<file path="config.mk">
export PLATFORM = sky130hd
export DESIGN_NAME = seq_run_ctrl
export DESIGN_NICKNAME = d
export VERILOG_FILES = /design/src/rtl/seq_ctrl_pkg.sv /design/src/rtl/seq_tick_gen.sv /design/src/rtl/seq_run_ctrl.sv
export SDC_FILE = /design/constraint.sdc
export NUM_CORES = 1
export LEC_CHECK = 0
export CAP_MARGIN = 20
export CORE_MARGIN = 1.5
export CORE_UTILIZATION = 50
export DETAILED_ROUTE_END_ITERATION = 10
export PLACE_DENSITY = 0.79
export SYNTH_ARGS = -nofsm -noshare
export SYNTH_HDL_FRONTEND = slang
export SYNTH_SLANG_ARGS = --single-unit
</file>
<file path="constraint.sdc">
create_clock -name sysclk -period 3.55 [get_ports sysclk]
set_input_delay 0.355 -clock sysclk [delete_from_list [all_inputs] [get_ports sysclk]]
set_output_delay 0.355 -clock sysclk [all_outputs]
set_load 0.01 [all_outputs]
</file>
<file path="src/rtl/seq_ctrl_pkg.sv">
// Shared definitions for the pattern run controller: FSM state codes
// (also driven onto the LED/debug state output) and prescaler defaults.
package seq_ctrl_pkg;

    typedef enum logic [2:0] {
        S_IDLE  = 3'd0,
        S_LOAD  = 3'd1,
        S_RUN   = 3'd2,
        S_PAUSE = 3'd3,
        S_DONE  = 3'd4
    } state_t;

    // 1 Hz shift strobe from a 12 MHz system clock
    localparam int unsigned DEF_DIV_W   = 24;
    localparam int unsigned DEF_DIV_MAX = 11_999_999;

endpackage

</file>
<file path="src/rtl/seq_tick_gen.sv">
// Prescaler producing a one-cycle tick every DIV_MAX+1 enabled cycles.
// clr forces the count to zero and blocks the tick; hold freezes the count
// and blocks the tick, so a held terminal count fires as soon as hold drops.
module seq_tick_gen
    import seq_ctrl_pkg::*;
#(
    parameter int unsigned DIV_W   = DEF_DIV_W,
    parameter int unsigned DIV_MAX = DEF_DIV_MAX
) (
    input  logic sysclk,
    input  logic rst,
    input  logic clr,
    input  logic hold,
    output logic tick
);

    localparam logic [DIV_W-1:0] CNT_MAX = DIV_W'(DIV_MAX);

    logic [DIV_W-1:0] cnt;

    // Prescaler count: clear, hold, or advance with wrap at terminal count
    always_ff @(posedge sysclk) begin
        if (!rst) begin
            cnt <= '0;
        end else if (clr) begin
            cnt <= '0;
        end else if (!hold) begin
            if (cnt == CNT_MAX) begin
                cnt <= '0;
            end else begin
                cnt <= cnt + DIV_W'(1);
            end
        end
    end

    assign tick = !clr && !hold && (cnt == CNT_MAX);

endmodule

</file>
<file path="src/rtl/seq_run_ctrl.sv">
// Run controller for the serial pattern shifter. Loads the pattern, issues
// shift strobes from the prescaler, counts bits and passes, and handles
// pause/stop. All outputs are registered.
//
//  state   | meaning
//  --------+-------------------------------------------------------------
//  S_IDLE  | waiting for start; counters hold results of the last run
//  S_LOAD  | one cycle, ld high; config latched and counters zeroed
//  S_RUN   | prescaler running, shift strobes advance bit/pass counters
//  S_PAUSE | pause high: prescaler and counters frozen
//  S_DONE  | one cycle, done high; final pass reached
module seq_run_ctrl
    import seq_ctrl_pkg::*;
#(
    parameter int unsigned DIV_W   = DEF_DIV_W,
    parameter int unsigned DIV_MAX = DEF_DIV_MAX,
    parameter int unsigned LEN_W   = 4,
    parameter int unsigned REP_W   = 8
) (
    input  logic             sysclk,
    input  logic             rst,
    input  logic             start,
    input  logic             stop,
    input  logic             pause,
    input  logic [LEN_W-1:0] pat_len,
    input  logic [REP_W-1:0] rep_num,
    output logic             ld,
    output logic             sh_en,
    output logic             busy,
    output logic             done,
    output logic [LEN_W-1:0] bit_idx,
    output logic [REP_W-1:0] pass_cnt,
    output logic [2:0]       state_o
);

    state_t           state;
    state_t           state_nx;
    logic [LEN_W-1:0] len_q;
    logic [REP_W-1:0] rep_q;
    logic             run_act;
    logic             tick_clr;
    logic             tick;
    logic             launch;

    // Prescaler only runs in RUN/PAUSE; a stop clears it and kills any strobe.
    // Pause gates it in both states, so a coincident terminal count is held.
    assign run_act  = (state == S_RUN) || (state == S_PAUSE);
    assign tick_clr = !run_act || stop;
    assign launch   = (state == S_IDLE) && (state_nx == S_LOAD);

    seq_tick_gen #(
        .DIV_W   (DIV_W),
        .DIV_MAX (DIV_MAX)
    ) u_tick (
        .sysclk (sysclk),
        .rst    (rst),
        .clr    (tick_clr),
        .hold   (pause),
        .tick   (tick)
    );

    // Next-state decode; stop outranks completion, completion outranks pause
    always_comb begin
        state_nx = state;
        case (state)
            S_IDLE: begin
                if (start && !stop) state_nx = S_LOAD;
            end
            S_LOAD: begin
                if (stop)       state_nx = S_IDLE;
                else if (pause) state_nx = S_PAUSE;
                else            state_nx = S_RUN;
            end
            S_RUN, S_PAUSE: begin
                if (stop)                                 state_nx = S_IDLE;
                else if (rep_q != '0 && pass_cnt == rep_q) state_nx = S_DONE;
                else if (pause)                           state_nx = S_PAUSE;
                else                                      state_nx = S_RUN;
            end
            S_DONE:  state_nx = S_IDLE;
            default: state_nx = S_IDLE;
        endcase
    end

    // State register
    always_ff @(posedge sysclk) begin
        if (!rst) begin
            state <= S_IDLE;
        end else begin
            state <= state_nx;
        end
    end

    // Registered strobes, config latch, and bit/pass counters
    always_ff @(posedge sysclk) begin
        if (!rst) begin
            ld       <= 1'b0;
            sh_en    <= 1'b0;
            busy     <= 1'b0;
            done     <= 1'b0;
            len_q    <= '0;
            rep_q    <= '0;
            bit_idx  <= '0;
            pass_cnt <= '0;
        end else begin
            ld    <= (state_nx == S_LOAD);
            done  <= (state_nx == S_DONE);
            busy  <= (state_nx == S_LOAD) || (state_nx == S_RUN) || (state_nx == S_PAUSE);
            sh_en <= tick;
            if (launch) begin
                len_q    <= pat_len;
                rep_q    <= rep_num;
                bit_idx  <= '0;
                pass_cnt <= '0;
            end else if (tick) begin
                if (bit_idx < len_q) begin
                    bit_idx <= bit_idx + LEN_W'(1);
                end else begin
                    bit_idx <= '0;
                    if (pass_cnt != '1) pass_cnt <= pass_cnt + REP_W'(1);
                end
            end
        end
    end

    assign state_o = state;

endmodule

</file>
* Word level (Yosys, flattened, before mapping) *
Cells that the tools add are included.

storage, ports and cells
  output and inout port bits = 19
  bits in registers = 55
  logic and storage cells = 53

cells by class
  add/sub/neg operators = 3
  mux-type cells = 8
  reduce and logical (&&, ||, !) cells = 19
  bitwise operators = 2
  $lt $le $gt $ge = 1
  eq/ne operators = 10

operator list
  cell                   number
  $add 24x1->24 const B  1
  $eq 24x24->1 const B   1
  $mux 24                1
  $eq 3x2->1 const B     4
  $mux 3                 3
  $pmux 3 s3             1
  $add 8x1->8 const B    1
  $eq 8x8->1             1
  $ne 8x8->1 const B     1
  $reduce_bool 8->1      1
  $eq 3x1->1 const B     2
  $reduce_or 2->1        3
  $logic_and 1x1->1      5
  $add 4x1->4 const B    1
  $logic_not 1->1        4
  $logic_or 1x1->1       4
  $lt 4x4->1             1
  $mux 4                 1
  $eq 3x3->1 const B     1
  $logic_not 3->1        1
  $reduce_and 3->1       1
  $mux 2                 1
  $not 1->1              2
  $mux 1                 1

* Longest topological paths before layout *
Gate-level depths: netlist of the first run.

  depth after elaboration = 8
  mapped depth = 8
  depth with buffers taken out = 7

* Cells and area by module *
Synthesis of the first run repeated with hierarchy kept, for this count alone.

second synthesis, totals
  cells, all modules = 312
  area total of the unflattened synthesis = 2,692.6 um^2

modules (own cells, without submodules)
  module        seq. area each (um^2)  cells an instance  instances  area each (um^2)
  seq_run_ctrl  620.6                  169                1          1,475.2
  seq_tick_gen  480.5                  143                1          1,217.4

* Least setup slack after synthesis of the first run *
Ideal clock, no wire load.

  path kind = reg-to-reg
  start point = register u_tick.cnt[16]
  end point = register pass_cnt[2]
  arrival = 2.132 ns
  clock period less this slack = 2.204 ns
  cell stages (with the launch flop) = 7
  library setup time = 0.072 ns
  path slack = 1.346 ns
  path through = dfxtp_1 and3_4 or4b_1 or4_4 buf_6 nor4b_2 mux2i_1

on the way
  longest elaborated chain between the ends = 3

ends and longest elaborated chain
  item                        line                 text
  start, declared             seq_tick_gen.sv:19   logic [DIV_W-1:0] cnt;
  start signal, assigned      seq_tick_gen.sv:31   cnt <= cnt + DIV_W'(1);
  $eq 24x24->1                seq_tick_gen.sv:36   assign tick = !clr && !hold && (cnt == CNT_MAX);
  $logic_and 1x1->1           seq_tick_gen.sv:36
  $reduce_and 3->1 (no line)  --
  end signal, assigned        seq_run_ctrl.sv:120  if (pass_cnt != '1) pass_cnt <= pass_cnt + REP_W'(1);
  end, declared               seq_run_ctrl.sv:32   output logic [REP_W-1:0] pass_cnt,

Every way passes these cells.
A chain may end at the register's enable or synchronous reset.

* Worst setup path after layout of the first run *
  start point = register u_tick.cnt[5]
  end point = register pass_cnt[3]

Same word-level chain as after synthesis.

==> results of run 1 <==
==> sequential cells by signal, summed over array words and instances (netlist names) <==
name / flops
u_tick.cnt: 24
busy: 1
len_q: 4
rep_q: 8
done: 1
ld: 1
state_o: 3
sh_en: 1
pass_cnt: 8
bit_idx: 4
==> worst paths after layout <==
path,startpoint,endpoint,cells past startpoint
setup reg to reg,u_tick.cnt[5]$_SDFFE_PP0N_,pass_cnt[3]$_SDFFE_PP0P_,5
hold / removal,len_q[1]$_SDFFE_PN0P_,len_q[1]$_SDFFE_PN0P_,2
hold reg to reg,len_q[1]$_SDFFE_PN0P_,len_q[1]$_SDFFE_PN0P_,2
setup / recovery,u_tick.cnt[5]$_SDFFE_PP0N_,pass_cnt[3]$_SDFFE_PP0P_,5
==> Yosys cell counts, types with 2 or more instances <==
cell type and instances:
sky130_fd_sc_hd__nand3b_1 3, sky130_fd_sc_hd__or3_1 2, sky130_fd_sc_hd__nand4_1 10, sky130_fd_sc_hd__nor2b_1 3
sky130_fd_sc_hd__ha_1 6, sky130_fd_sc_hd__nand2_1 44, sky130_fd_sc_hd__a21boi_0 12, sky130_fd_sc_hd__nand2b_1 2
sky130_fd_sc_hd__inv_1 9, sky130_fd_sc_hd__and3_2 2, sky130_fd_sc_hd__a21oi_1 12, sky130_fd_sc_hd__or4_1 6
sky130_fd_sc_hd__mux2i_1 3, sky130_fd_sc_hd__clkbuf_1 7, sky130_fd_sc_hd__xor2_1 22, sky130_fd_sc_hd__nor2_1 30
sky130_fd_sc_hd__xnor2_1 7, sky130_fd_sc_hd__dfxtp_1 55, sky130_fd_sc_hd__and3_1 6, sky130_fd_sc_hd__nand3_1 16
sky130_fd_sc_hd__and2_1 3, sky130_fd_sc_hd__nor4_2 3, sky130_fd_sc_hd__o31a_1 2, sky130_fd_sc_hd__nor3_1 7
sky130_fd_sc_hd__o31ai_1 3, sky130_fd_sc_hd__nand4b_1 2, sky130_fd_sc_hd__or2_2 3, sky130_fd_sc_hd__nor4_1 5
==> cells by family after synthesis <==
family	after synthesis	share of synthesized area (%)
flip-flops	55	41.2
AO/OA/AOI/OAI	38	10.0
AND/OR/NAND/NOR	157	31.8
XOR/XNOR	29	9.49
adder cells (fa/ha/maj)	6	2.81
buffers and inverters	19	3.65
multiplexers	3	1.12
==> layout make-up <==
| class | instances | area [sq um] | share of cell area (%) |
|---|---|---|---|
| Clock buffer | 7 | 86.3 | 2.73 |
| Sequential cell | 55 | 1100 | 34.8 |
| Multi-Input combinational cell | 233 | 1480 | 46.6 |
| Inverter | 9 | 33.8 | 1.07 |
| Timing Repair Buffer | 38 | 373 | 11.8 |
| Clock inverter | 1 | 8.76 | 0.277 |
| Tap cell | 70 | 87.6 | 2.77 |
==> report_power, final <==
group / internal (mW) / switching, mW
sequential: 0.625 / 0.00680
clock: 0.160 / 0.197
combinational: 0.0433 / 0.0447
==> critical path, stage by stage, from the launching register on <==
cell and delay (ns):
sky130_fd_sc_hd__dfxtp_1 0.40, sky130_fd_sc_hd__nand3_1 0.16, sky130_fd_sc_hd__or4b_1 0.54, sky130_fd_sc_hd__or4_4 0.63
sky130_fd_sc_hd__or4_1 0.51, sky130_fd_sc_hd__a21oi_1 0.15
==> cells in the final DEF (no fill, tap or decap), drive strengths merged, types with 6 or more instances in the layout <==
| cell | instances |
|---|---|
| xor2 | 22 |
| nand2 | 44 |
| or4 | 7 |
| nand3 | 16 |
| nor4 | 8 |
| dfxtp | 55 |
| a21boi | 12 |
| inv | 9 |
| and3 | 9 |
| nor3 | 7 |
| xnor2 | 7 |
| clkbuf | 7 |
| clkdlybuf4s50 | 35 |
| nor2 | 30 |
| a21oi | 12 |
| nand4 | 10 |
| ha | 6 |
==> metal layers <==
| metal | vias up | routed length [microns] |
|---|---|---|
| li1 | 1144 | - |
| met1 | 1058 | 2650 |
| met2 | 44 | 2740 |
| met3 | 11 | 194 |
| met4 | 0 | 119 |
| met5 | - | 0 |
==> per-stage QoR <==
step / utilization, % / area (sq um) / total power, mW / worst slack, ns / hold WS [ns]
after global placement: 59.8 / 3070 / 0.732 / 1.04 / 0.453
after CTS: 61.6 / 3170 / 1.09 / 1.08 / 0.473
after detailed placement: 59.8 / 3070 / 0.734 / 1.01 / 0.460
final: 61.6 / 3170 / 1.08 / 1.09 / 0.468
after floorplan: - / 2680 / 0.701 / 1.35 / 0.443
after global routing: 61.6 / 3170 / 1.13 / 0.952 / 0.493
==> summary.txt, run 1 <==
Synth
  • Primary flip-flop cell chosen by synthesis mapping: sky130_fd_sc_hd__dfxtp_1
  • Synth warnings: 0
  • Fraction of synthesis flops using an asynchronous set or reset pin: 0%
  • Post-synth design cell area: between 2000 and 3000 sq um
  • Ranking of synthesized cells by area: sky130_fd_sc_hd__dfxtp_1 (41%), sky130_fd_sc_hd__xor2_1 (7.2%), sky130_fd_sc_hd__nand2_1 (6.2%), sky130_fd_sc_hd__nor2_1 (4.2%), sky130_fd_sc_hd__a21boi_0 (3.4%)
  • Proportion of netlist area held by the largest area contributor: roughly two fifths
  • Post-synthesis sequential area ratio: around 41%
  • Number of enable-type register cells in the synthesized netlist: 0
  • Number of nets in the synthesized netlist: between 300 and 400
  • Synthesized area divided by synthesized cell count: a little under 9 sq um
  • Count of mapped cells out of synthesis: approximately 310
  • Flop and latch count out of synthesis: 55
  • Post-synthesis cell type count: 50
  • Cell taking the most area after synthesis: sky130_fd_sc_hd__dfxtp_1

Global routing
  • GRT Total Usage: 20.4%
  • Maximum number of pins on one net before global-route repair: 23
  • Peak-usage layer in the global routing report: met2
  • Global routing usage on met2: roughly a third
  • Via count of the first global-routing pass: 2086
  • Final global-route overflow total: 0
  • Antenna violations before repair: 0
  • Global-route wire length before repair: around 9700 microns
  • Met3 track demand over resource in global routing: under 10%
  • Met1 track demand over resource in global routing: 25.8%

STA
  • Final critical delay including setup and external delays: 2.46 ns
  • Period utilisation layout: between 60 and 70%
  • Clock Skew: between 0.008 and 0.009 ns
  • Maximum clock frequency: 406 MHz
  • Number of failing setup endpoints in the final timing report: 0
  • Number of hold violations in the final report: 0
  • Worst-case headroom to the max-slew limit: between 40% and 50%
  • Setup total negative slack: 0 ns
  • Setup repair after global routing missed its margin: false
  • Transition time at the pin with the least slew margin: 0.766 ns
  • Max Slew Vio Count: 0

CTS
  • Number of post-CTS setup repair buffers: 0
  • # clock sinks: 55
  • CTS tree: yes
  • Level count of the clock H-tree: 2
  • Clock buffer count from CTS: 5
  • CTS Hold Buffers Added: 0
  • Insertion delay of the later-clocked pin in the worst-skew pair: ~0.30 ns
  • Post-cts repair resize count: 0
  • Clock buffer depth: 2
  • Buffer type at the clock tree root: sky130_fd_sc_hd__clkbuf_8
  • Clock slew at reported path FFs: about 0.09 ns

Drt
  • Wire per inst: roughly 14 microns
  • Via density per instance: ~5.5
  • Iter 0 DRT Violations: between 100 and 150
  • Drt drc: 0
  • DR vias: about 2300
  • Count of TritonRoute iterations in the first routing pass: 4
  • Number of routed nets with antenna violations: 0
  • Total Routed Length: 5700 microns

Pwr
  • Peak supply drop: about 0.20 mV
  • Power density relative to cell area: ~340 nW/um^2
  • Leakage component of the power: 1.10 nW

Critical path
  • Critical path endpoint category: register
  • Class of the most critical setup path: reg -> reg
  • Element type at the critical path start: register
  • CP max FO: 14
  • Endpoint arrival time on the critical path: ~2.7 ns
  • Required time reported for the critical path endpoint: approximately 3.8 ns
  • Register-to-register path setup slack: roughly 1.1 ns

Place
  • Port Buffer Count: 35
  • Placed cell count: about 410
  • Post-detail-place hpwl: slightly above 4000 microns
  • Gp weighted congestion: 0.871

Finish
  • Layout filler cell count: 490
  • Number of diodes added for antenna fixing: 0
  • Final net count: between 300 and 400
  • Area growth, synth to finish: 18.4%
  • Final std cells w/o fill: around 410
  • Share of post-route cells with drive strength above 1: roughly 7.6%

Die
  • Number of primary I/O pins: 36
  • Height of the chip: between 70 and 80 microns
  • Die footprint: 5800 sq um
  • Effective utilization at floorplan: approximately 52%
  • Cell Rows: 26
  • Core area: a little over 5000 sq um
  • Horiz. Die Dim: 76.1 microns

Run
  • Max-cap violation count: 0

Outcome
  • Outcome: finished, final reports clean

Worst hold path
  • Worst min-delay path category: reg -> reg
Power figures use the tool's default switching activity.
==> inputs of run 2 (changes only) <==
CORE_UTILIZATION = 49   (was 50)
PLACE_DENSITY = 0.8   (was 0.79)
clock period = 2.1 ns   (was 3.55 ns; I/O delays follow)
==> run 2 against run 1 <==
  * The flow now finishes with violations (setup timing)
  * Sequential power up 69%
  * Maximum frequency up 9.1%
  * Critical path depth is 1 higher
  * Clock skew rose by 0.0051 ns
  * Final cell count increased by 11%
  * Global-route usage increased by 2.6 points
  * Non-clock buffer count grew 45
  * Utilization is 9.0 points higher
  * Critical path type unchanged
  * Register-to-register slack worse by 1.2 ns
==> summary.txt, run 2 (synthesis gave the netlist of run 1 again) <==
Pwr
  • Power spent charging and discharging nets: 0.434 mW
  • Combinational fraction of design power: under 10%
  • Sequential share of power: around 58%
  • Design internal power: around 1.4 mW
  • Clk pwr share: between 30 and 40%
  • Sw Ratio: between 20% and 30%
  • Power density relative to cell area: ~500 nW/um^2
  • Peak supply drop: 0.350 mV
  • Leakage component of the power: ~1.4 nW

CTS
  • Insertion delay of the later-clocked pin in the worst-skew pair: 0.31 ns
  • Buffer type at the clock tree root: sky130_fd_sc_hd__clkbuf_8
  • # clock sinks: 55
  • Clock buffer depth: 2
  • Level count of the clock H-tree: 2
  • CTS Hold Buffers Added: 0
  • Clock buffer count from CTS: 5
  • Clock slew at reported path FFs: 0.10 ns
  • CTS tree: yes

STA
  • Final-layout worst hold slack: approximately 0.45 ns
  • Post-route worst setup slack: -0.157 ns
  • Period utilisation layout: 107%
  • Final critical delay including setup and external delays: roughly 2.3 ns
  • Maximum clock frequency: 443 MHz
  • Number of failing setup endpoints in the final timing report: 11
  • Clock Skew: ~0.014 ns
  • Worst-case headroom to the max-slew limit: roughly two thirds
  • Max Slew Vio Count: 0
  • Number of hold violations in the final report: 0
  • Setup repair after global routing missed its margin: true
  • Transition time at the pin with the least slew margin: about 0.47 ns

Global routing
  • Maximum number of pins on one net before global-route repair: 23
  • Global-route wire length before repair: roughly 11000 microns
  • GRT Total Usage: between 20% and 30%
  • Antenna violations before repair: 0
  • Final global-route overflow total: 0
  • Via count of the first global-routing pass: 2471

Place
  • Port Buffer Count: 35
  • Gp weighted congestion: roughly 0.85
  • Minimum setup slack after placement: -0.275 ns
  • Post-detail-place hpwl: 4720 microns

Finish
  • Number of flip-flops in the largest register: 24
  • Number of diodes added for antenna fixing: 0
  • Final net count: 410
  • Commonest non-fill, non-tap cell in the layout: sky130_fd_sc_hd__dfxtp_1
  • Final standard cell utilization of the core: a little over two thirds
  • Area growth, synth to finish: 36.5%
  • Share of post-route cells with drive strength above 1: 23.7%
  • Commonest cells after routing, fill and taps aside: sky130_fd_sc_hd__dfxtp_1 (48), sky130_fd_sc_hd__nand2_1 (44), sky130_fd_sc_hd__buf_4 (44), sky130_fd_sc_hd__clkdlybuf4s50_1 (35), sky130_fd_sc_hd__nor2_1 (30)
  • Biggest registers after layout: u_tick.cnt x24, pass_cnt x8, rep_q x8
  • Register containing the most flip-flops in the final layout: u_tick.cnt
  • Layout filler cell count: 376

Critical path
  • Required time reported for the critical path endpoint: between 2 and 2.5 ns
  • Element type at the critical path start: register
  • Longest individual stage delay on the worst path: 0.51 ns
  • Cell Chain, Critical Path: nand4bb_1, or4b_4, or4_4, buf_6, nor4b_4, mux2i_1
  • Class of the most critical setup path: reg -> reg
  • CP max FO: 7
  • Cell with the largest stage delay on the worst path: sky130_fd_sc_hd__or4_4
  • Endpoint arrival time on the critical path: 2.51 ns
  • Critical path endpoint category: register

Die
  • Cell Rows: 26
  • Core area: between 5000 and 6000 sq um
  • Height of the chip: a little under 80 microns
  • Die footprint: a little under 6000 sq um
  • Effective utilization at floorplan: between 50% and 60%
  • Horiz. Die Dim: roughly 77 microns
  • Number of primary I/O pins: 36

Drt
  • Via density per instance: ~5.5
  • DR vias: ~2500
  • Drt drc: 0
  • Total Routed Length: 6620 microns
  • Count of TritonRoute iterations in the first routing pass: 4
  • Number of routed nets with antenna violations: 0
  • Iter 0 DRT Violations: 112
  • Wire per inst: between 10 and 15 microns

Worst hold path
  • Worst min-delay path category: in -> reg

Outcome
  • Outcome: finished with violations
  • Failing checks: setup timing

Run
  • Max-cap violation count: 0
==> run 2: changes by cell type in the layout (fill, tap and decap cells not counted), moves of 4 or more <==
| cell | change |
|---|---|
| sky130_fd_sc_hd__buf_4 | +41 |
| sky130_fd_sc_hd__dfxtp_1 | -7 |
| sky130_fd_sc_hd__a21oi_1 | -4 |
| sky130_fd_sc_hd__nor4_4 | +4 |
| sky130_fd_sc_hd__dfxtp_2 | +7 |
| sky130_fd_sc_hd__a21oi_2 | +4 |
==> run 2: layer usage <==
metal	up-vias	track usage [%]	wire length, microns
li1	1240	-	-
met1	1178	25.9	2860
met2	73	42.4	3370
met3	18	4.52	240
met4	0	8.52	155
met5	-	0	0
==> run 2: area by class of cell <==
type / count / area [sq um] / area share [%]
multi-input cells: 233 / 1590 / 43.6
flip-flops and latches: 55 / 1110 / 30.4
repair buffers: 83 / 734 / 20.1
well taps: 70 / 87.6 / 2.40
clock buffers: 7 / 86.3 / 2.36
inverters: 9 / 33.8 / 0.925
clock inverters: 1 / 8.76 / 0.240
==> run 2: critical path: cells and delay by family, from the launching register on <==
family | cells | cell delay, ns
DFF | 1 | 0.34
and+or+nand+nor | 4 | 1.49
muxes | 1 | 0.20
buffers and inverters | 1 | 0.17
==> run 2: repair_timing <==
item,in CTS,in global routing
pin swaps,11,6
endpoints found under the setup margin,11,12
gates resized for setup,13,8
setup buffers,3,1
==> run 2: worst paths after layout <==
path / cells after the start / slack [ns] / startpoint / endpoint
max: 6 / -0.16 / u_tick.cnt[22]$_SDFFE_PP0N_ / pass_cnt[2]$_SDFFE_PP0P_
min: 3 / 0.45 / pat_len[1] / len_q[1]$_SDFFE_PN0P_
max reg2reg: 6 / -0.16 / u_tick.cnt[22]$_SDFFE_PP0N_ / pass_cnt[2]$_SDFFE_PP0P_
min reg2reg: 2 / 0.47 / len_q[1]$_SDFFE_PN0P_ / len_q[1]$_SDFFE_PN0P_
==> run 2: through the flow <==
stage	total power, mW	cells	instance area (sq um)	setup TNS, ns
detailed placement	1.26	446	3430	-1.26
global route	1.91	458	3650	-1.64
finish	1.85	458	3650	-0.853
CTS	1.86	457	3620	-0.614
global placement	1.25	446	3430	-0.966
floorplan	1.19	307	2720	0
==> run 2: power groups by stage <==
stage	Clock [mW]	Combinational, mW	Sequential, mW
after detailed placement	0	0.164	1.09
after global placement	0	0.160	1.09
after floorplan	0	0.0971	1.09
after CTS	0.620	0.168	1.07
final	0.605	0.173	1.07
after global routing	0.657	0.188	1.07
==> inputs of run 3 (changes only) <==
CORE_ASPECT_RATIO = 1.5   (was unset)
CORE_MARGIN = unset   (was 1.5)
==> run 3 against run 2 <==
  * The flow still finishes with violations (setup timing)
  * Global-route usage about the same
  * Wire length is 1.5% higher
  * Power fell by 2.5%
  * Register-to-register slack better by 0.06 ns
  * Design area is 1.9% higher
  * First-iteration DRC count grew 0.89%
  * Sequential power is essentially flat
  * Via count rose by 0.36%
  * Critical endpoint unchanged
  * Highest routed layer unchanged
==> summary.txt, run 3 (synthesis gave the netlist of run 1 again) <==
Outcome
  • Outcome: finished with violations
  • Failing checks: setup timing

Pwr
  • Power spent charging and discharging nets: around 0.42 mW
  • Sequential share of power: 59.3%
  • Power density relative to cell area: about 480 nW/um^2
  • Design internal power: between 1 and 1.5 mW
  • Combinational fraction of design power: under 10%
  • Overall power of the completed layout: between 1.5 and 2 mW
  • Peak supply drop: 0.433 mV
  • Leakage component of the power: between 1 and 1.5 nW
  • Sw Ratio: a little under a quarter
  • Clk pwr share: 31.2%

Critical path
  • Cell seen most often among critical-path stages: sky130_fd_sc_hd__or4_4
  • Required time reported for the critical path endpoint: about 2.3 ns
  • Longest individual stage delay on the worst path: just over 0.6 ns
  • Element type at the critical path start: register
  • Cell with the largest stage delay on the worst path: sky130_fd_sc_hd__or4_4
  • Critical path endpoint category: register
  • CP max FO: 7
  • Endpoint arrival time on the critical path: about 2.4 ns
  • Class of the most critical setup path: reg -> reg
  • Cell Chain, Critical Path: or4_4, or4_4, buf_4, nor4b_4, mux2i_1

Run
  • Max-cap violation count: 0

STA
  • Transition time at the pin with the least slew margin: 0.408 ns
  • Clock Skew: around 0.0059 ns
  • Number of failing setup endpoints in the final timing report: 8
  • Number of hold violations in the final report: 0
  • Final-layout worst hold slack: roughly 0.46 ns
  • Max Slew Vio Count: 0
  • Maximum clock frequency: between 400 and 500 MHz
  • Period utilisation layout: 105%
  • Post-route worst setup slack: -0.0971 ns
  • Final critical delay including setup and external delays: 2.20 ns
  • Worst-case headroom to the max-slew limit: ~72%
  • Setup total negative slack: -0.402 ns
  • Setup repair after global routing missed its margin: true

Global routing
  • Via count of the first global-routing pass: 2412
  • Global-route wire length before repair: about 11000 microns
  • GRT Total Usage: roughly 23%
  • Antenna violations before repair: 0
  • Maximum number of pins on one net before global-route repair: 23
  • Final global-route overflow total: 0

Die
  • Cell Rows: 32
  • Effective utilization at floorplan: 51.4%
  • Number of primary I/O pins: 36
  • Core area: 5200 sq um
  • Height of the chip: 92.5 microns
  • Die footprint: around 5800 sq um
  • Horiz. Die Dim: slightly above 60 microns

Place
  • Port Buffer Count: 35
  • Area post-placement: between 3000 and 4000 sq um
  • Post-detail-place hpwl: ~4500 microns
  • Minimum setup slack after placement: -0.163 ns
  • Gp weighted congestion: about 0.86
  • Placed cell count: between 400 and 500

Finish
  • Commonest cells after routing, fill and taps aside: sky130_fd_sc_hd__buf_4 (51), sky130_fd_sc_hd__dfxtp_1 (45), sky130_fd_sc_hd__nand2_1 (44), sky130_fd_sc_hd__clkdlybuf4s50_1 (35), sky130_fd_sc_hd__nor2_1 (30)
  • Register containing the most flip-flops in the final layout: u_tick.cnt
  • Biggest registers after layout: u_tick.cnt x24, pass_cnt x8, rep_q x8
  • Final instance area: 3720 sq um
  • Share of post-route cells with drive strength above 1: about a quarter
  • Number of diodes added for antenna fixing: 0
  • Area growth, synth to finish: 39.1%
  • Final net count: ~420
  • Commonest non-fill, non-tap cell in the layout: sky130_fd_sc_hd__buf_4
  • Final standard cell utilization of the core: 71.5%
  • Final std cells w/o fill: 464
  • Number of flip-flops in the largest register: 24

CTS
  • Clock buffer depth: 2
  • CTS tree: yes
  • Level count of the clock H-tree: 2
  • Clock buffer count from CTS: 5
  • # clock sinks: 55
  • Buffer type at the clock tree root: sky130_fd_sc_hd__clkbuf_8
  • Insertion delay of the later-clocked pin in the worst-skew pair: ~0.30 ns
  • CTS Hold Buffers Added: 0
  • Clock slew at reported path FFs: approximately 0.090 ns

Drt
  • Via density per instance: approximately 5.4
  • Count of TritonRoute iterations in the first routing pass: 4
  • Iter 0 DRT Violations: ~110
  • Number of routed nets with antenna violations: 0
  • Wire per inst: approximately 14 microns
  • DR vias: 2518
  • Total Routed Length: about 6700 microns
  • Drt drc: 0

Worst hold path
  • Worst min-delay path category: in -> reg
## run 3: cell type report
class | count | area (sq um)
clock buffer | 7 | 76.3
tap | 68 | 85.1
timing repair buffer | 90 | 787
inverter | 9 | 33.8
fill | 382 | 1480
clock inverter | 1 | 5.00
multi-input combinational | 234 | 1620
sequential | 55 | 1110
## run 3: what timing repair did
action | 4_1_cts | 5_1_grt
resized for setup | 11 | 18
gates cloned | 1 | 0
endpoints found under the setup margin | 10 | 12
buffers inserted | 4 | 5
pin swaps | 4 | 8
## run 3: critical path: cells and delay by family, from the launching register on
family	cells	cell delay (ns)
buffers and inverters	1	0.17
DFF	1	0.33
muxes	1	0.20
and+or+nand+nor	3	1.44
## run 3: worst paths after layout
kind | startpoint | end | slack [ns] | depth (start not counted)
max | u_tick.cnt[13]$_SDFFE_PP0N_ | pass_cnt[2]$_SDFFE_PP0P_ | -0.1 | 5
min | rep_num[3] | rep_q[3]$_SDFFE_PN0P_ | 0.46 | 3
max reg2reg | u_tick.cnt[13]$_SDFFE_PP0N_ | pass_cnt[2]$_SDFFE_PP0P_ | -0.1 | 5
min reg2reg | len_q[3]$_SDFFE_PN0P_ | len_q[3]$_SDFFE_PN0P_ | 0.47 | 2
## run 3: power groups by stage
stage | combinational (mW) | clock (mW) | sequential [mW]
floorplan | 0.0971 | 0 | 1.09
global placement | 0.159 | 0 | 1.09
detailed placement | 0.162 | 0 | 1.09
CTS | 0.163 | 0.575 | 1.07
global route | 0.185 | 0.612 | 1.07
finish | 0.170 | 0.562 | 1.07
## run 3: layer usage
layer / global-route usage [%] / up-vias / wire, microns
met4: 7.95 / 0 / 97
met5: 0 / - / 0
met3: 3.57 / 8 / 176
li1: - / 1249 / -
met1: 25.3 / 1213 / 2730
met2: 44.1 / 48 / 3720
==> edit, RTL diff (flow settings as in run 2) <==
Reset style: asynchronous (`rst`), changed in 3 clocked blocks.
--- a/src/rtl/seq_tick_gen.sv
+++ b/src/rtl/seq_tick_gen.sv
@@ -20,5 +20,5 @@
 
     // Prescaler count: clear, hold, or advance with wrap at terminal count
-    always_ff @(posedge sysclk) begin
+    always_ff @(posedge sysclk or negedge rst) begin
         if (!rst) begin
             cnt <= '0;
--- a/src/rtl/seq_run_ctrl.sv
+++ b/src/rtl/seq_run_ctrl.sv
@@ -84,5 +84,5 @@
 
     // State register
-    always_ff @(posedge sysclk) begin
+    always_ff @(posedge sysclk or negedge rst) begin
         if (!rst) begin
             state <= S_IDLE;
@@ -93,5 +93,5 @@
 
     // Registered strobes, config latch, and bit/pass counters
-    always_ff @(posedge sysclk) begin
+    always_ff @(posedge sysclk or negedge rst) begin
         if (!rst) begin
             ld       <= 1'b0;
Function: differs if rst is asserted again (counterexample within 4 cycles, from zero or initial values and one cycle with rst low); with rst held inactive, the same outputs for 10 cycles.
==> edit against run 2 <==
The run still ends with negative setup slack left; routed wire length is 21% higher; final area grew 11%; core utilization shrank 2.0 points; synthesized area up 11%; sequential cell count unchanged; clock skew barely moved; worst hold slack got worse by 0.042 ns; die area grew 10%; worst setup slack got worse by 0.18 ns.
Power is not compared: it rests on default switching activity, and its combinational part moved more than twofold at a synthesized area within 25%.
==> edit: results (changes against run 2) <==
Syn Std Cell Area 2960 µm² (+11%); met2 usage in global routing 46.1% (+3.7 points); first-pass GRT wire length 12.9 mm (+18%); layout cells sized above 1 23.3% (-0.41 points); syn avg cell area 9.03 µm² (+3.6%); number of cells after detailed placement 470 (+5.4%); Final WS setup -0.341 ns (-0.184 ns); multiplexer share of the synthesized area 0.338% (-0.78 points); routed wire length 8.00 mm (+21%); nets@finish 434 (+5.9%); Multi-input gate area 1630 µm² (+2.5%); clk_skew 0.0139 ns (+0.000186 ns); status finished, violations left; critical path's slowest cell or4bb_1; Synth Area in Adders 2.54% (-0.27 points); crit path max fanout 4 (-3); gpl congestion 0.841 (-1.4%); RR Endpoint pass_cnt[5]; FFs w/ async S/R, synth 100% (+100 points); Detail Route met3 WL 330 µm (+38%); met3 global-route usage 4.66% (+0.14 points); Area after DPL 3720 µm² (+8.5%); Hold-fix buffers, CTS 1 (+1); Final setup viols 10 (-1); Initial DRC Count 181 (+62%); sequential cell area 1380 µm² (+24%); met2 routed wirelength 4.20 mm (+25%); worst hold slack 0.406 ns (-0.0417 ns); failing checks negative setup slack; largest net degree at the start of global routing 35 (+52%); Setup TNS Final -1.92 ns (-1.07 ns); Compound-Gate Fraction of Synth Area 14.9% (+4.9 points); commonest cells in the netlist dfrtp_1, nand2_1, nand3_1; Post-Synth XOR/XNOR Area 2.96% (-6.5 points); synth top area cells dfrtp_1, nand2_1, nand3_1; syn nets 351 (+6.4%); Slew HR 49.4% (-19 points); Global Route met1 Usage 30.3% (+4.4 points); Post-CTS Setup Inserts 2 (-1); post-synthesis sequential area ratio 46.5% (+5.3 points); final instance area 4040 µm² (+11%); fill cell count 424 (+13%); number of global-route vias before repair 2821 (+14%); pre-CTS setup slack -0.480 ns (-0.205 ns); routed vias/inst 6.03 (+10%); Hold Path Class in -> async; leading area contributor after synthesis dfrtp_1; post_cts resized 7 (-6)
==> edit: cell count changes in the layout (fill, tap and decap cells not counted), moves of 5 or more <==
cell | run 2 | this run
a21boi_0 | 12 | 0
a31oi_1 | 0 | 13
and4_1 | 0 | 6
buf_4 | 44 | 52
dfrtp_1 | 0 | 54
dfxtp_1 | 48 | 0
dfxtp_2 | 7 | 0
nand2_1 | 44 | 51
nand2b_1 | 2 | 7
nand3_1 | 16 | 25
nor2_1 | 30 | 12
o21ai_0 | 1 | 12
xor2_1 | 22 | 2
==> edit: worst max-delay path by stage <==
stage / cells after the start / to
3_3_place_gp: 6 / pass_cnt[4]
6_report: 6 / pass_cnt[5]
4_1_cts: 5 / pass_cnt[6]
2_1_floorplan: 6 / pass_cnt[5]
5_1_grt: 6 / pass_cnt[5]
3_5_place_dp: 6 / pass_cnt[6]
==> edit: where the power goes <==
group / internal [µW] / total (µW) / switching (µW)
Combinational: 305 / 673 / 368
Clock: 271 / 622 / 350
Sequential: 1170 / 1270 / 103
